$ cat src/rtl/hpi_sequencer.sv
// hpi_sequencer: two-port arbiter and bus-cycle sequencer for the CY7C67200 host-port interface
//
// Ports:
//   Clk, Reset            clock, synchronous active-high reset
//   sw_rst                one-cycle pulse requesting a chip reset (honoured only in IDLE)
//   req/wr/addr/wdata 0,1 single-word requests; port 0 = CPU bridge, port 1 = keyboard poller
//   ack 0,1 / rdata 0,1   one-cycle completion pulse and read data (held until next ack)
//   busy                  high whenever the sequencer is not IDLE
//   hpi_*                 registered HPI bus signals; hpi_data_in is the chip's read data
//
// Build option: define HPI_FIXED_PRIO_EN for fixed priority (port 0 wins);
// otherwise simultaneous requests are served round-robin.
module hpi_sequencer #(
  parameter int SETUP_CYC    = 1,
  parameter int STROBE_CYC   = 2,
  parameter int HOLD_CYC     = 1,
  parameter int RECOVERY_CYC = 1,
  parameter int RESET_CYC    = 16
) (
  input  logic        Clk,
  input  logic        Reset,
  input  logic        sw_rst,
  input  logic        req0,
  input  logic        req1,
  input  logic        wr0,
  input  logic        wr1,
  input  logic [1:0]  addr0,
  input  logic [1:0]  addr1,
  input  logic [15:0] wdata0,
  input  logic [15:0] wdata1,
  output logic        ack0,
  output logic        ack1,
  output logic [15:0] rdata0,
  output logic [15:0] rdata1,
  output logic        busy,
  output logic [1:0]  hpi_addr,
  output logic        hpi_cs_n,
  output logic        hpi_r_n,
  output logic        hpi_w_n,
  output logic        hpi_rst_n,
  output logic [15:0] hpi_data_out,
  output logic        hpi_data_oe,
  input  logic [15:0] hpi_data_in
);
  typedef enum logic [2:0] {RST, IDLE, SETUP, STROBE, HOLD, RECOVER} state_t;
  state_t      state, state_n;
  logic [7:0]  cnt, cnt_n;
  logic        gnt, gnt_d, wr_l, wr_d, sel, done, start, act, ack_n;
  logic [1:0]  addr_l, addr_d;
  logic [15:0] wdata_l, wdata_d, rd_cap, rd_src;
`ifndef HPI_FIXED_PRIO_EN
  logic        last_grant;
`endif
  always_comb begin
    done = cnt == 8'd1;
`ifdef HPI_FIXED_PRIO_EN
    sel = !req0;
`else
    sel = (req0 && req1) ? !last_grant : req1;
`endif
    state_n = state;
    cnt_n = cnt - 8'd1;
    case (state)
      RST: if (done) state_n = IDLE;
      IDLE: begin
        cnt_n = cnt;
        if (sw_rst) begin
          state_n = RST;
          cnt_n = 8'(RESET_CYC);
        end else if (req0 || req1) begin
          state_n = SETUP;
          cnt_n = 8'(SETUP_CYC);
        end
      end
      SETUP: if (done) begin
        state_n = STROBE;
        cnt_n = 8'(STROBE_CYC);
      end
      STROBE: if (done) begin
        state_n = HOLD;
        cnt_n = 8'(HOLD_CYC);
      end
      HOLD: if (done) begin
        state_n = RECOVER;
        cnt_n = 8'(RECOVERY_CYC);
      end
      RECOVER: if (done) state_n = IDLE;
      default: state_n = RST;
    endcase
    // Outputs are registered from the next state, so the request context must
    // also be the next-cycle view (fresh grant on the IDLE->SETUP edge).
    start = state == IDLE && state_n == SETUP;
    gnt_d = start ? sel : gnt;
    wr_d = start ? (sel ? wr1 : wr0) : wr_l;
    addr_d = start ? (sel ? addr1 : addr0) : addr_l;
    wdata_d = start ? (sel ? wdata1 : wdata0) : wdata_l;
    act = state_n == SETUP || state_n == STROBE || state_n == HOLD;
    ack_n = state_n == HOLD && cnt_n == 8'd1;
    // With a one-cycle HOLD the ack edge is the same edge that samples the bus.
    rd_src = state == STROBE ? hpi_data_in : rd_cap;
  end
  always_ff @(posedge Clk) begin
    if (Reset) begin
      state <= RST;
      cnt <= 8'(RESET_CYC);
      gnt <= 1'b0;
      wr_l <= 1'b0;
      addr_l <= 2'd0;
      wdata_l <= 16'd0;
      rd_cap <= 16'd0;
`ifndef HPI_FIXED_PRIO_EN
      last_grant <= 1'b1;
`endif
      hpi_rst_n <= 1'b0;
      busy <= 1'b1;
      hpi_cs_n <= 1'b1;
      hpi_r_n <= 1'b1;
      hpi_w_n <= 1'b1;
      hpi_addr <= 2'd0;
      hpi_data_out <= 16'd0;
      hpi_data_oe <= 1'b0;
      ack0 <= 1'b0;
      ack1 <= 1'b0;
      rdata0 <= 16'd0;
      rdata1 <= 16'd0;
    end else begin
      state <= state_n;
      cnt <= cnt_n;
      gnt <= gnt_d;
      wr_l <= wr_d;
      addr_l <= addr_d;
      wdata_l <= wdata_d;
`ifndef HPI_FIXED_PRIO_EN
      if (start) last_grant <= sel;
`endif
      if (state == STROBE && done) rd_cap <= hpi_data_in;
      hpi_rst_n <= state_n != RST;
      busy <= state_n != IDLE;
      hpi_cs_n <= !act;
      hpi_r_n <= !(state_n == STROBE && !wr_d);
      hpi_w_n <= !(state_n == STROBE && wr_d);
      hpi_addr <= addr_d;
      hpi_data_out <= wdata_d;
      hpi_data_oe <= act && wr_d;
      ack0 <= ack_n && !gnt_d;
      ack1 <= ack_n && gnt_d;
      if (ack_n && !wr_d && !gnt_d) rdata0 <= rd_src;
      if (ack_n && !wr_d && gnt_d) rdata1 <= rd_src;
    end
  end
endmodule
$ cat config.mk
export PLATFORM = sky130hd
export DESIGN_NAME = hpi_sequencer
export DESIGN_NICKNAME = d
export VERILOG_FILES = /design/src/rtl/hpi_sequencer.sv
export SDC_FILE = /design/constraint.sdc
export NUM_CORES = 1
export LEC_CHECK = 0
export CAP_MARGIN = 25
export CORE_MARGIN = 2
export CORE_UTILIZATION = 40
export CTS_CLUSTER_SIZE = 8
export DETAILED_ROUTE_END_ITERATION = 16
export PLACE_DENSITY = 0.74
export SYNTH_ARGS = -nofsm -noshare
export SYNTH_HDL_FRONTEND = slang
export SYNTH_SLANG_ARGS = --single-unit
export TNS_END_PERCENT = 1
$ cat constraint.sdc
create_clock -name Clk -period 5.6 [get_ports Clk]
set_input_delay 1.12 -clock Clk [delete_from_list [all_inputs] [get_ports Clk]]
set_output_delay 1.12 -clock Clk [all_outputs]
set_load 0.02 [all_outputs]
==> reports/metrics.yaml, run 1 <==
status: "completed"
synth.distinct_cells: 58
finClkSkew_ns: 0.00961
max_freq_ghz: 0.273
diodes: 0
syn_nets: 537
finalMaxSlewViolations: 0
synth_adder_area_share: 0.00622
seqPwrFrac: 0.473
yosys-top-cells-area: "dfxtp_1, nand2_1, mux2i_1"
cp-startpoint: "req1"
grt_pass1_wl_mm: 17.0
synthXorXnorAreaFrac: 0.00435
syn_area_sq_mm: 0.00403
path_delay_family: "multiplexers"
coreArea_sq_mm: 0.00977
yosysSeqAreaShare: 0.438
tns_ns: 0
initial_utilization: 0.412
max-slew-margin-rel: 0.364
worstSkewPairLatency_ns: 0.36
cap_violations: 0
drive_gt1_frac: 0.0652
post-route-util: 0.556
p_per_area_mw_per_mm2: 274
cts_buffers: 9
synth_mux_area_frac: 0.132
reg2reg_slack_ns: 2.34
cp_common_cell: "mux2i_1"
place.gp.congestion: 0.910
worstSetupStartpointType: "input port"
wire_per_inst_microns: 14.5
antenna_left: 0
pwr-share-clk: 0.300
overflow: 0
critical_path_class: "in -> reg"
synth_top_family_by_area: "simple AND/OR/NAND/NOR gates"
grt_pass1_vias: 3506
routed_wl_mm: 10.4
htree_levels: 3
cts_tree: "built"
ctsResizeCount: 0
crit_arrival_ns: 3.95
dr_total_vias: 3632
dr.first_iter.drc_count: 137
hold_path.class: "reg -> reg"
fillCellCount: 901
synth_area_leader_cell: "dfxtp_1"
row_count: 36
synth_top_area_share: 0.438
setup_violations: 0
p_int_w: 0.00102
synth_compound_area_frac: 0.130
cts_max_path_buffers: 2
yosysMostFrequentCell: "nand2_1"
p_leak_nw: 2.02
hpwl_mm: 7.48
clk_pin_slew_ns: 0.09
crit_path_end_kind: "flip-flop"
cp_cell_sequence: "clkdlybuf4s50_1 -> a21boi_2 -> buf_4 -> mux2_2 -> mux2i_1 -> o2111a_1 -> nand4_4 -> mux2i_1"
final.period_utilization: 0.655
drt_pre_antenna_iters: 4
combinationalPowerShare: 0.227
r2r_start: "state[0]"
dieArea_sq_mm: 0.0109
ys_warn_count: 0
cp.buffers_inverters: 2
ios: 117
cts_setup_buffers: 0
synth_area_per_cell_sq_um: 8.46
synth_async_sr_flop_share: 0
via_per_inst: 5.07
hold_violations: 0
antenna_found_initial: 0
ys_seq_elements: 88
cp_slowest_stage_delay_ns: 0.49
cts-root-buf: "clkbuf_8"
track_usage: 0.190
cp_max_fo: 22
nNetsFinal: 639
io_buffers: 116
synth_cells: 476
syn_to_final_growth_pct: 34.9
hold-worst-slack_ns: 0.461
synth-edff-count: 0
worst_pin_slew_ns: 0.954
drc: 0
p_sw_w: 0.000465
die_h_microns: 104
hold_start: "rd_cap[14]"
critPathSlowestCell: "clkdlybuf4s50_1"
die_x_microns: 104
peakVddDrop_mv: 0.148
clock-sinks: 88
ys_top_cells_by_count: "nand2_1, dfxtp_1, mux2i_1"
netSwitchingFraction: 0.313
rsz0062_at_grt: "no"
synth-simple-area-share: 0.249
required_ns: 5.88
grt_max_degree: 51
postCtsHoldBufs: 0
synth_ff_type: "dfxtp_1"
period_needed_ns: 3.67
[worst register-to-register path, cell delays in order (launching register included)]
cell and delay, ns:
dfxtp_1 0.54, or3b_1 0.50, nor3_4 0.19, buf_4 0.39
mux2i_1 0.56, o2111a_1 0.33, nand4_4 0.37, mux2i_1 0.31
[stage by stage]
step,cell area (sq um),setup WS [ns],instances,power (W)
final,5430,1.93,716,0.00149
after global placement,5230,1.72,700,0.00104
after detailed placement,5230,1.61,700,0.00105
after global routing,5430,1.82,716,0.00156
after floorplan,4030,2.64,476,0.000946
after CTS,5430,1.96,716,0.00149
[power by group through the flow]
stage	sequential, W	combinational (W)	clock [W]
2_1_floorplan	0.000709	0.000237	0
3_3_place_gp	0.000716	0.000329	0
3_5_place_dp	0.000716	0.000334	0
4_1_cts	0.000701	0.000336	0.000454
5_1_grt	0.000708	0.000369	0.000481
6_report	0.000703	0.000338	0.000446
[routing by layer]
metal  wire length [microns]  GRT usage  vias to the layer above  share of wire
met2                    4830      0.307                      124           0.46
met1                    4720      0.246                     1649           0.45
li1                        -          -                     1841              -
met4                     211     0.0820                        0          0.020
met5                       0          0                        -              0
met3                     652     0.0370                       18          0.063
[placed cells by master (no fill, tap or decap), types with 6 or more instances in the layout]
cell,count
mux2i_1,52
nor2_1,36
clkbuf_8,9
dfxtp_1,88
a21oi_1,27
clkdlybuf4s50_1,115
a211oi_1,18
nor3_1,8
o21ai_0,6
nand2_1,143
[final timing paths]
check | endpoint | depth (start not counted)
hold / removal | rd_cap[14] | 2
setup / recovery | rdata1[0] | 8
setup reg to reg | rdata1[0] | 7
hold reg to reg | rd_cap[14] | 2
[final cells by class]
cell class                      count  area, sq um  area share
Inverter                            4         15.0     0.00276
Clock inverter                      7         76.3      0.0141
Clock buffer                        9          124      0.0228
Multi-Input combinational cell    355         2100       0.387
Tap cell                          133          166      0.0306
Timing Repair Buffer              120         1190       0.218
Sequential cell                    88         1760       0.324
[sequential cells by signal (all words and copies together), names as in the netlist, 2 cells and up]
signal,count
rdata0,16
rdata1,16
rd_cap,16
cnt,8
wdata_l,16
addr_l,2
state,3
[cell families (layout without fill, tap and decap cells)]
| logic type | Yosys count | in the layout |
|---|---|---|
| and+or+nand+nor | 220 | 220 |
| DFF | 88 | 88 |
| AOI/OAI and AO/OA | 78 | 78 |
| muxes | 53 | 53 |
| buffers and inverters | 33 | 140 |
| adders and majority gates | 2 | 2 |
| xor gates and xnor gates | 2 | 2 |
(Power assumes the default switching activity.)
==> inputs of run 2 (changes only) <==
==> constraint.sdc (replaced) <==
create_clock -name Clk -period 3.7 [get_ports Clk]
set_input_delay 0.74 -clock Clk [delete_from_list [all_inputs] [get_ports Clk]]
set_output_delay 0.74 -clock Clk [all_outputs]
set_load 0.02 [all_outputs]
==> run 2 against run 1 <==
  * Worst hold slack worse by 0.0018 ns
  * Critical endpoint is now rdata0[14]
  * Critical path depth fell by 1
  * Via count grew 0.83%
  * Count of clock-buffer cells in the layout up 1
  * Largest cell class unchanged
  * Total power grew 48%
  * Clock skew up 0.0017 ns
  * Combinational power rose by 52%
  * Highest routed layer unchanged
==> reports/metrics.yaml, run 2 (synthesized netlist as in run 1, its figures left out) <==
crit_path_end_kind: "flip-flop"
min_path_cells: 2
worstSkewPairLatency_ns: 0.37
cts_max_path_buffers: 2
htree_levels: 3
die_h_microns: 104
cts_setup_buffers: 0
grt_max_degree: 50
status: "completed"
crit_cells: 7
dr.first_iter.drc_count: 177
max-slew-margin-rel: 0.517
hold-worst-slack_ns: 0.459
cp_slowest_stage_delay_ns: 0.55
grt_pass1_wl_mm: 16.7
grt_pass1_vias: 3440
seqPwrFrac: 0.485
dieArea_sq_mm: 0.0109
finalMaxSlewViolations: 0
place_inst: 703
overflow: 0
p_per_area_mw_per_mm2: 404
row_count: 36
antenna_found_initial: 0
tns_ns: 0
place.gp.congestion: 0.882
layout_commonest_cell: "nand2_1"
cts_tree: "built"
dr_total_vias: 3662
ios: 117
hold_violations: 0
postCtsHoldBufs: 0
wire_per_inst_microns: 14.4
post-route-util: 0.556
instances_no_fill: 719
final.period_utilization: 0.801
drive_gt1_frac: 0.0683
drt_pre_antenna_iters: 7
worstSetupStartpointType: "input port"
max_freq_ghz: 0.338
clock-sinks: 88
pwr-share-clk: 0.281
via_per_inst: 5.09
p_sw_w: 0.000707
antenna_left: 0
netSwitchingFraction: 0.322
critPathSlowestCell: "clkdlybuf4s50_1"
nNetsFinal: 642
initial_utilization: 0.412
period_needed_ns: 2.96
cts-root-buf: "clkbuf_8"
clk_pin_slew_ns: 0.09
required_ns: 3.99
critical_path_class: "in -> reg"
hpwl_mm: 7.36
die_x_microns: 104
final_cell_mix: "nand2_1, clkdlybuf4s50_1, dfxtp_1"
track_usage: 0.188
coreArea_sq_mm: 0.00977
syn_to_final_growth_pct: 34.9
peakVddDrop_mv: 0.231
reg2reg_slack_ns: 0.76
diodes: 0
crit_arrival_ns: 3.25
worst_pin_slew_ns: 0.722
finClkSkew_ns: 0.0113
cp_cell_sequence: "clkdlybuf4s50_1 -> nor4b_1 -> o21ai_0 -> nand4_1 -> a2bb2oi_1 -> and4_4 -> mux2i_1"
cts_buffers: 9
drc: 0
hold_path.class: "reg -> reg"
p_leak_nw: 2.03
worst-r2r-cell-count: 7
io_buffers: 116
post-place-ws_ns: 0.396
path_delay_family: "simple AND/OR/NAND/NOR gates"
ctsResizeCount: 0
fin_ws_ns: 0.737
rsz0062_at_grt: "no"
cp_max_fo: 16
p_int_w: 0.00149
cp.buffers_inverters: 1
combinationalPowerShare: 0.234
cap_violations: 0
setup_violations: 0
routed_wl_mm: 10.4
-- run 2: cell count changes in the layout (fill, tap and decap cells not counted) --
cell        delta
inv_8          +1
bufinv_16      -1
inv_6          -1
clkinv_4       +1
clkbuf_1       +1
buf_4          +3
clkinvlp_4     -1
-- run 2: routing by layer --
layer | share of wire | track usage | wire length, microns
met2 | 0.46 | 0.313 | 4790
met3 | 0.058 | 0.0370 | 601
met5 | 0 | 0 | 0
met1 | 0.46 | 0.240 | 4770
met4 | 0.020 | 0.0714 | 208
-- run 2: path summary, 6_finish.rpt --
path | startpoint | end
worst max-delay path | sw_rst | rdata0[14]
worst min register to register | rd_cap[2] | rd_cap[2]
worst max register to register | cnt[0] | rdata0[14]
worst min-delay path | rd_cap[2] | rd_cap[2]
-- run 2: per-stage QoR --
step | total power (W) | instance area, sq um
after floorplan | 0.00143 | 4030
after global placement | 0.00159 | 5250
after detailed placement | 0.00159 | 5250
after CTS | 0.00221 | 5430
after global routing | 0.00231 | 5430
final | 0.00219 | 5430
-- run 2: tightest hold or removal path, stage by stage, from the launching register on --
cell and delay, ns:
dfxtp_1 0.31, nand2_1 0.05, a21oi_1 0.05
-- run 2: power groups by stage --
| stage | registers, W | logic (W) | clock network, W |
|---|---|---|---|
| CTS | 0.00106 | 0.000511 | 0.000634 |
| finish | 0.00106 | 0.000513 | 0.000617 |
| detailed placement | 0.00108 | 0.000508 | 0 |
| global route | 0.00107 | 0.000566 | 0.000674 |
| floorplan | 0.00107 | 0.000358 | 0 |
| global placement | 0.00108 | 0.000505 | 0 |
-- run 2: area by class of cell --
class / instances / area (sq um)
clock buffer: 10 / 128
clock inverter: 6 / 50.0
multi-input combinational: 355 / 2100
sequential: 88 / 1760
fill: 909 / 4340
timing repair buffer: 123 / 1210
tap: 133 / 166
inverter: 4 / 15.0
==> inputs of run 3 (changes only) <==
==> constraint.sdc (replaced) <==
create_clock -name Clk -period 2.9 [get_ports Clk]
set_input_delay 0.58 -clock Clk [delete_from_list [all_inputs] [get_ports Clk]]
set_output_delay 0.58 -clock Clk [all_outputs]
set_load 0.02 [all_outputs]
==> run 3 against run 2 <==
  * Global-route usage up 0.35 points
  * Via count down 0.16%
  * Flip-flop and latch count did not move
  * Critical path type unchanged
  * Sequential share of layout area fell by 0.78 points
  * Critical path depth stayed put
  * Worst hold slack better by 0.0018 ns
  * Largest power group unchanged
  * Wire length down 1.1%
  * Total power up 31%
  * Count of clock-buffer cells in the layout fell by 1
  * Clock power increased by 34%
  * Non-clock buffer count up 12
==> reports/metrics.yaml, run 3 (synthesized netlist as in run 1, its figures left out) <==
netSwitchingFraction: 0.328
track_usage: 0.192
cts_tree: "built"
nNetsFinal: 654
crit_path_end_kind: "flip-flop"
critical_path_class: "in -> reg"
p_sw_w: 0.000946
postCtsHoldBufs: 0
peakVddDrop_mv: 0.279
crit_arrival_ns: 2.78
period_needed_ns: 2.55
cts_buffers: 9
coreArea_sq_mm: 0.00977
place_area_sq_mm: 0.00537
final.period_utilization: 0.879
seqPwrFrac: 0.469
ctsResizeCount: 0
max_freq_ghz: 0.392
wire_per_inst_microns: 14.0
hold_path.class: "reg -> reg"
worstSkewPairLatency_ns: 0.36
row_count: 36
die_x_microns: 104
p_leak_nw: 2.10
worst_pin_slew_ns: 0.659
rsz0062_at_grt: "no"
cts-root-buf: "clkbuf_8"
overflow: 0
antenna_left: 0
reg2reg_slack_ns: 0.36
hold_violations: 0
final_area_sq_mm: 0.00556
cp_slowest_stage_delay_ns: 0.44
via_per_inst: 5.00
place_inst: 715
cts_max_path_buffers: 2
antenna_found_initial: 0
hpwl_mm: 7.55
critPathSlowestCell: "clkdlybuf4s50_1"
grtUsageMet2: 0.341
setup_violations: 0
pwr-share-clk: 0.288
io_buffers: 116
cap_violations: 0
clk_pin_slew_ns: 0.09
htree_levels: 3
diodes: 0
die_h_microns: 104
routed_wl_mm: 10.3
initial_utilization: 0.412
p_per_area_mw_per_mm2: 518
p_int_w: 0.00194
grt_pass1_vias: 3600
instances_no_fill: 731
layout_commonest_cell: "nand2_1"
drc: 0
cp_max_fo: 16
syn_to_final_growth_pct: 38.2
grt_pass1_wl_mm: 17.1
finalMaxSlewViolations: 0
clock-sinks: 88
dieArea_sq_mm: 0.0109
worstSetupStartpointType: "input port"
cts_setup_buffers: 0
required_ns: 3.13
drt_pre_antenna_iters: 5
dr_total_vias: 3656
final_cell_mix: "nand2_1, clkdlybuf4s50_1, dfxtp_1"
grtUsageMet3: 0.0501
place.gp.congestion: 0.858
drive_gt1_frac: 0.0886
max-slew-margin-rel: 0.558
grt_busiest_layer: "met2"
cp_cell_sequence: "clkdlybuf4s50_1 -> nor4b_1 -> nand2_1 -> a21boi_0 -> o221ai_1 -> and4_4 -> mux2i_1"
grtUsageMet1: 0.226
ios: 117
grt_max_degree: 49
dr.first_iter.drc_count: 175
status: "completed"
finClkSkew_ns: 0.0142
tns_ns: 0
combinationalPowerShare: 0.243
[run 3: worst paths after layout]
| check | start | to | depth (start not counted) |
|---|---|---|---|
| setup / recovery | sw_rst | rdata0[8] | 7 |
| setup reg to reg | cnt[0] | rdata0[2] | 7 |
| hold / removal | rd_cap[1] | rd_cap[1] | 2 |
| hold reg to reg | rd_cap[1] | rd_cap[1] | 2 |
[run 3: power by group through the flow]
stage               registers (W)  logic (W)  clock network (W)
floorplan                 0.00137   0.000457                  0
global placement          0.00138   0.000682                  0
detailed placement        0.00138   0.000691                  0
CTS                       0.00135   0.000698           0.000854
global route              0.00137   0.000766           0.000904
finish                    0.00135   0.000701           0.000829
[run 3: per-stage QoR]
| stage | setup slack, ns | utilization | power (W) | hold WS [ns] |
|---|---|---|---|---|
| finish | 0.351 | 0.569 | 0.00288 | 0.461 |
| CTS | 0.361 | 0.569 | 0.00290 | 0.465 |
| floorplan | 0.478 | - | 0.00183 | 0.437 |
| global route | 0.191 | 0.569 | 0.00304 | 0.488 |
| detailed placement | 0.0350 | 0.549 | 0.00207 | 0.450 |
| global placement | 0.115 | 0.549 | 0.00206 | 0.442 |
[run 3: metal layers]
metal,up-vias,part of all wire
met5,-,0
met4,0,0.0053
met3,2,0.066
met2,129,0.49
met1,1661,0.44
li1,1864,-
[run 3: cell type report]
class	count	area, sq um
Clock buffer	9	124
Clock inverter	7	72.6
Fill cell	891	4210
Inverter	4	15.0
Multi-Input combinational cell	355	2100
Sequential cell	88	1760
Tap cell	133	166
Timing Repair Buffer	135	1320
[run 3: critical path, delay by kind of cell]
family	cells	cell delay, ns
buffers and inverters	1	0.44
AOI/OAI and AO/OA	2	0.57
and+or+nand+nor	3	1.02
muxes	1	0.16
